## config.mk

```make
export PLATFORM = sky130hd
export DESIGN_NAME = code_verify_fsm
export DESIGN_NICKNAME = d
export VERILOG_FILES = /design/src/rtl/code_verify_fsm.sv
export SDC_FILE = /design/constraint.sdc
export NUM_CORES = 1
export LEC_CHECK = 0
export BUFFER_PORTS_ARGS = -buffer_cell sky130_fd_sc_hd__buf_2
export CORE_MARGIN = 2
export CORE_UTILIZATION = 47
export CTS_CLUSTER_SIZE = 30
export DETAILED_ROUTE_END_ITERATION = 8
export PLACE_DENSITY = 0.8
export SYNTH_ARGS = -nofsm -noshare
export SYNTH_HDL_FRONTEND = slang
export SYNTH_SLANG_ARGS = --single-unit
```

## constraint.sdc

```tcl
create_clock -name clk -period 2.3 [get_ports clk]
set_input_delay 0 -clock clk [delete_from_list [all_inputs] [get_ports clk]]
set_output_delay 0 -clock clk [all_outputs]
set_load 0.01 [all_outputs]
```

## src/rtl/code_verify_fsm.sv

```systemverilog
// -----------------------------------------------------------------------------
// code_verify_fsm
// Collects a DIGITS-long code of SYM_W-bit symbols from the input/debounce
// logic, compares it against a reference key latched when the attempt starts,
// and reports the result to the status display. Failed attempts consume a
// try; running out of tries forces a LOCK period before tries are restored.
// An optional inactivity timeout turns a stalled entry into a failed attempt,
// and clear aborts an entry without consuming a try.
//
// Ports
//   clk                 rising-edge clock
//   rst_n               asynchronous active-low reset
//   next                start an attempt (only looked at in WAIT)
//   clear               abort entry / acknowledge PASS
//   sym_valid, sym      entered symbol strobe and value (only looked at in ENTRY)
//   key                 reference code, first-entered symbol in the MS slice
//   waiting_for_user    idle, ready for next
//   start_verification  attempt in progress (ENTRY or CHECK)
//   done                code accepted, held until clear
//   fail                single-cycle failed-attempt pulse
//   locked              lockout in progress
//   tries_left          remaining attempts before lockout
//   digit_idx           symbols accepted in the current attempt
// -----------------------------------------------------------------------------
module code_verify_fsm #(
   parameter int SYM_W          = 4,
   parameter int DIGITS         = 4,
   parameter int MAX_TRIES      = 3,
   parameter int LOCK_CYCLES    = 16,
   parameter int TIMEOUT_CYCLES = 0
) (
   input  logic                            clk,
   input  logic                            rst_n,
   input  logic                            next,
   input  logic                            clear,
   input  logic                            sym_valid,
   input  logic [SYM_W-1:0]                sym,
   input  logic [DIGITS*SYM_W-1:0]         key,
   output logic                            waiting_for_user,
   output logic                            start_verification,
   output logic                            done,
   output logic                            fail,
   output logic                            locked,
   output logic [$clog2(MAX_TRIES+1)-1:0]  tries_left,
   output logic [$clog2(DIGITS+1)-1:0]     digit_idx
);

   localparam int TRY_W   = $clog2(MAX_TRIES + 1);
   localparam int DIGIT_W = $clog2(DIGITS + 1);
   localparam int IDLE_W  = (TIMEOUT_CYCLES > 0) ? $clog2(TIMEOUT_CYCLES + 1) : 1;
   localparam int LOCK_W  = (LOCK_CYCLES > 1) ? $clog2(LOCK_CYCLES + 1) : 1;

   typedef enum logic [2:0] {
      S_WAIT  = 3'd0,
      S_ENTRY = 3'd1,
      S_CHECK = 3'd2,
      S_PASS  = 3'd3,
      S_FAIL  = 3'd4,
      S_LOCK  = 3'd5
   } state_t;

   state_t                    state_q,    state_d;
   logic [DIGITS*SYM_W-1:0]   key_q,      key_d;
   logic [DIGIT_W-1:0]        digit_idx_q, digit_idx_d;
   logic                      mismatch_q, mismatch_d;
   logic [TRY_W-1:0]          tries_q,    tries_d;
   logic [IDLE_W-1:0]         idle_q,     idle_d;
   logic [LOCK_W-1:0]         lock_q,     lock_d;
   logic [SYM_W-1:0]          cur_sym;

   // Expected symbol for the current position; position 0 is the MS slice.
   always_comb begin
      cur_sym = '0;
      for (int i = 0; i < DIGITS; i++) begin
         if (digit_idx_q == DIGIT_W'(i)) begin
            cur_sym = key_q[(DIGITS-1-i)*SYM_W +: SYM_W];
         end
      end
   end

   always_comb begin
      state_d     = state_q;
      key_d       = key_q;
      digit_idx_d = digit_idx_q;
      mismatch_d  = mismatch_q;
      tries_d     = tries_q;
      idle_d      = idle_q;
      lock_d      = lock_q;

      case (state_q)
         S_WAIT: begin
            if (next) begin
               state_d     = S_ENTRY;
               key_d       = key;
               digit_idx_d = '0;
               mismatch_d  = 1'b0;
               idle_d      = '0;
            end
         end
         S_ENTRY: begin
            if (clear) begin
               state_d = S_WAIT;
            end else if (TIMEOUT_CYCLES != 0 && idle_q >= IDLE_W'(TIMEOUT_CYCLES)) begin
               // Stalled entry is scored as a wrong code.
               state_d    = S_CHECK;
               mismatch_d = 1'b1;
            end else if (sym_valid) begin
               mismatch_d = mismatch_q | (sym != cur_sym);
               idle_d     = '0;
               if (digit_idx_q < DIGIT_W'(DIGITS)) begin
                  digit_idx_d = digit_idx_q + DIGIT_W'(1);
               end
               if (digit_idx_q == DIGIT_W'(DIGITS - 1)) begin
                  state_d = S_CHECK;
               end
            end else if (TIMEOUT_CYCLES != 0) begin
               idle_d = idle_q + IDLE_W'(1);
            end
         end
         S_CHECK: begin
            lock_d = '0;
            if (!mismatch_q) begin
               state_d = S_PASS;
            end else if (tries_q <= TRY_W'(1)) begin
               tries_d = '0;
               state_d = S_LOCK;
            end else begin
               tries_d = tries_q - TRY_W'(1);
               state_d = S_FAIL;
            end
         end
         S_PASS: begin
            if (clear) begin
               state_d = S_WAIT;
               tries_d = TRY_W'(MAX_TRIES);
            end
         end
         S_FAIL: begin
            state_d = S_WAIT;
         end
         S_LOCK: begin
            if (lock_q >= LOCK_W'(LOCK_CYCLES - 1)) begin
               state_d = S_WAIT;
               tries_d = TRY_W'(MAX_TRIES);
            end else begin
               lock_d = lock_q + LOCK_W'(1);
            end
         end
         default: begin
            state_d = S_WAIT;
         end
      endcase
   end

   always_ff @(posedge clk or negedge rst_n) begin
      if (!rst_n) begin
         state_q     <= S_WAIT;
         key_q       <= '0;
         digit_idx_q <= '0;
         mismatch_q  <= 1'b0;
         tries_q     <= TRY_W'(MAX_TRIES);
         idle_q      <= '0;
         lock_q      <= '0;
      end else begin
         state_q     <= state_d;
         key_q       <= key_d;
         digit_idx_q <= digit_idx_d;
         mismatch_q  <= mismatch_d;
         tries_q     <= tries_d;
         idle_q      <= idle_d;
         lock_q      <= lock_d;
      end
   end

   // Moore outputs straight from registered state.
   assign waiting_for_user   = (state_q == S_WAIT);
   assign start_verification = (state_q == S_ENTRY) || (state_q == S_CHECK);
   assign done               = (state_q == S_PASS);
   assign fail               = (state_q == S_FAIL);
   assign locked             = (state_q == S_LOCK);
   assign tries_left         = tries_q;
   assign digit_idx          = digit_idx_q;

endmodule

```

==> results_dict.tcl <==
set metrics [dict create \
    dieWidth_um 64.6 \
    cts.sinks 30 \
    root_buffer "clkbuf_8" \
    firstDrtPassIters 4 \
    r2r_end "mismatch_q" \
    postLayoutCoreUtil_pct 60.7 \
    grt_max_degree 31 \
    worst-path-buf-inv 1 \
    cts_setup_buffers 0 \
    synth_cell_types 45 \
    vdd_ir_drop_max_v 0.000483 \
    antenna_found_initial 0 \
    synthSimpleGateAreaFrac_pct 24.1 \
    max_freq_mhz 480 \
    status "finished, final reports clean" \
    portBuffers 34 \
    synth_compound_area_share_pct 18.0 \
    syn_area_per_cell_um2 8.59 \
    ys_ff_latch 30 \
    cp_cell_sequence "inv_1 > ha_1 > nor2b_1 > a221oi_1 > o32a_1 > o2111ai_1 > o311a_1" \
    gr-usage-met1_pct 26.7 \
    overflow 0 \
    nets 285 \
    syn_inst 201 \
    num_rows 22 \
    setup_tns_ns 0 \
    finalSetupViolCount 0 \
    wirelength_mm 3.85 \
    grt_util_met2_pct 33.2 \
    leakagePower_nw 1.07 \
    postSynth.asyncResetShare_pct 100 \
    worstHoldStart "sym_valid" \
    ys_warn_count 0 \
    powerDensity_mw_per_mm2 1130 \
    worst_pin_slew_ns 0.663 \
    r2r_cells 7 \
    fill_cells 315 \
    r2r-start "digit_idx[1]" \
    ctsHtreeMaxLevel 2 \
    ys_seq_area_share_pct 43.6 \
    avgRoutedWirePerCell_um 12.7 \
    route.detailed.drc 0 \
    drt_iter0_drc 84 \
    vias 1558 \
    cts_tree "yes" \
    start_kind "flip-flop" \
    max_cap_violations 0 \
    cp.required_ns 2.47 \
    cp-end-kind "flip-flop" \
    synth_fa_ha_area_share_pct 5.07 \
    ant_nets 0 \
    place_hpwl_mm 2.64 \
    synth.top_cell.area_share_pct 40.6 \
    io_pins 35 \
    dieHeight_um 64.6 \
    clockBufferDepth 2 \
    path_clk_slew_ns 0.06 \
    routabilityCongestion 0.862 \
    netlist_area_mm2 0.00173 \
    whs_endpoint "digit_idx[1]" \
    slowest_stage "dfrtp_1" \
    layout-drive-gt1-share_pct 19.3 \
    yosys.area.top_type "dfrtp_1" \
    ys.flop_type "dfrtp_1" \
    path_class "flip-flop to flip-flop" \
    start_util_pct 47.9 \
    period_share_pct 90.6 \
    cpPeakStageDelay_ns 0.41 \
    hold_path_class "primary input to flip-flop" \
    clock_latency_ns 0.28 \
    crit_path_max_fanout 6 \
    viasPerCell 5.16 \
    synthMuxAreaShare_pct 2.68 \
    post-route-min-period_ns 2.08 \
    synthToLayoutAreaGrowth_pct 26.7 \
    crit_cells 7 \
    cts_made_buffers 5 \
    synth_top_family_by_area "simple AND/OR/NAND/NOR gates" \
    crit_family "compound AO/OA/AOI/OAI gates" \
    synth-xor-area-share_pct 1.01 \
    synth.area.top_cells "dfrtp_1 (41%), nand2_1 (13%), ha_1 (5.1%), o21ai_0 (4.3%), dfstp_2 (3.0%)" \
    min_path_cells 3 \
    synth.most_common_cell "nand2_1" \
    crit_arrival_ns 2.25 \
    diodes 0 \
    total_power_mw 2.47 \
    dieArea_mm2 0.00417 \
    synthTopCellsByCount "nand2_1 (58), dfrtp_1 (28), o21ai_0 (15)" \
    maxSlewViolCount 0 \
    synth-edff-count 0 \
    cts_resized 0 \
    coreArea_mm2 0.00361 \
    top_usage_layer "met2" \
    gr-usage-all-layers_pct 21.0 \
    finalHoldViolations 0 \
    grt_pass1_vias 1525 \
    grtUsageMet3_pct 6.25 \
    finClkSkew_ns 0.00259 \
    ff2ff_setup_slack_ns 0.22 \
    syn_nets 233 \
    relSlewSlack_pct 55.8 \
    grt_pass1_wl_mm 6.73 \
    rsz0062_at_grt "no" \
]
-- what timing repair did --
action | in CTS | in global routing
hold buffers | 18 | 0
hold endpoints to repair | 45 | 0
endpoints found under the setup margin | 0 | 0
-- cells by family after synthesis --
group,after synthesis
buf+inv,21
flops,30
simple gates,92
xor+xnor,2
fa+ha+maj,7
mux,4
compound gates,45
-- worst min-delay path, delay by kind of cell --
| family | cells | cell delay [ns] |
|---|---|---|
| buffers and inverters | 1 | 0.14 |
| AO/OA/AOI/OAI | 2 | 0.21 |
-- through the flow --
step                cell area [um2]  instances  hold WS [ns]  setup slack (ns)
finish                         2190        302         0.118             0.217
global route                   2190        302         0.142            0.0258
CTS                            2190        302         0.107             0.234
detailed placement             1920        276        0.0742             0.266
global placement               1920        276        0.0709             0.337
floorplan                      1730        201        -0.296             0.272
-- worst max path at each step --
stage            startpoint    endpoint  slack, ns
2_1_floorplan  digit_idx[2]  mismatch_q       0.27
3_3_place_gp   digit_idx[1]  mismatch_q       0.34
3_5_place_dp   digit_idx[1]  mismatch_q       0.27
4_1_cts        digit_idx[1]  mismatch_q       0.23
5_1_grt        digit_idx[1]  mismatch_q       0.03
6_report       digit_idx[1]  mismatch_q       0.22
-- final cells by class --
type	count	area (um2)	area share [%]
multi-input combinational	150	877	40.1
sequential	30	753	34.4
timing repair buffer	53	358	16.4
clock buffer	7	86.3	3.95
tap	48	60.1	2.74
inverter	13	48.8	2.23
clock inverter	1	5.00	0.229
-- where the power goes --
group / leakage (nW) / total (mW) / internal (mW) / switching [mW]
Sequential: 0.380 / 0.961 / 0.748 / 0.213
Combinational: 0.643 / 1.07 / 0.482 / 0.593
Clock: 0.0482 / 0.433 / 0.241 / 0.192
-- state kept, by name, summed over array words and instances, names as in the netlist --
name and flops:
key_q 16, lock_q 5, digit_idx 3, state_q 3
tries_left 2, mismatch_q 1
-- per-layer routing --
metal  vias to the layer above  routed length, um  part of all wire, %
met4                         0                 78                  2.0
met5                         -                  0                    0
met2                        51               1810                   47
met1                       698               1750                   46
met3                         7                207                  5.4
li1                        802                  -                    -
-- placed cells by master (no fill, tap or decap), drive strengths merged, types with 5 or more instances in the layout --
| cell | netlist | routed |
|---|---|---|
| nand2 | 58 | 58 |
| buf | 4 | 35 |
| dfrtp | 28 | 28 |
| dlygate4sd3 | 0 | 18 |
| o21ai | 16 | 16 |
| inv | 13 | 13 |
| nor2 | 8 | 8 |
| a21oi | 8 | 8 |
| nor2b | 7 | 7 |
| ha | 7 | 7 |
| clkbuf | 4 | 7 |
| nor3 | 5 | 5 |
Note: power is estimated with default switching activity, not from simulation.
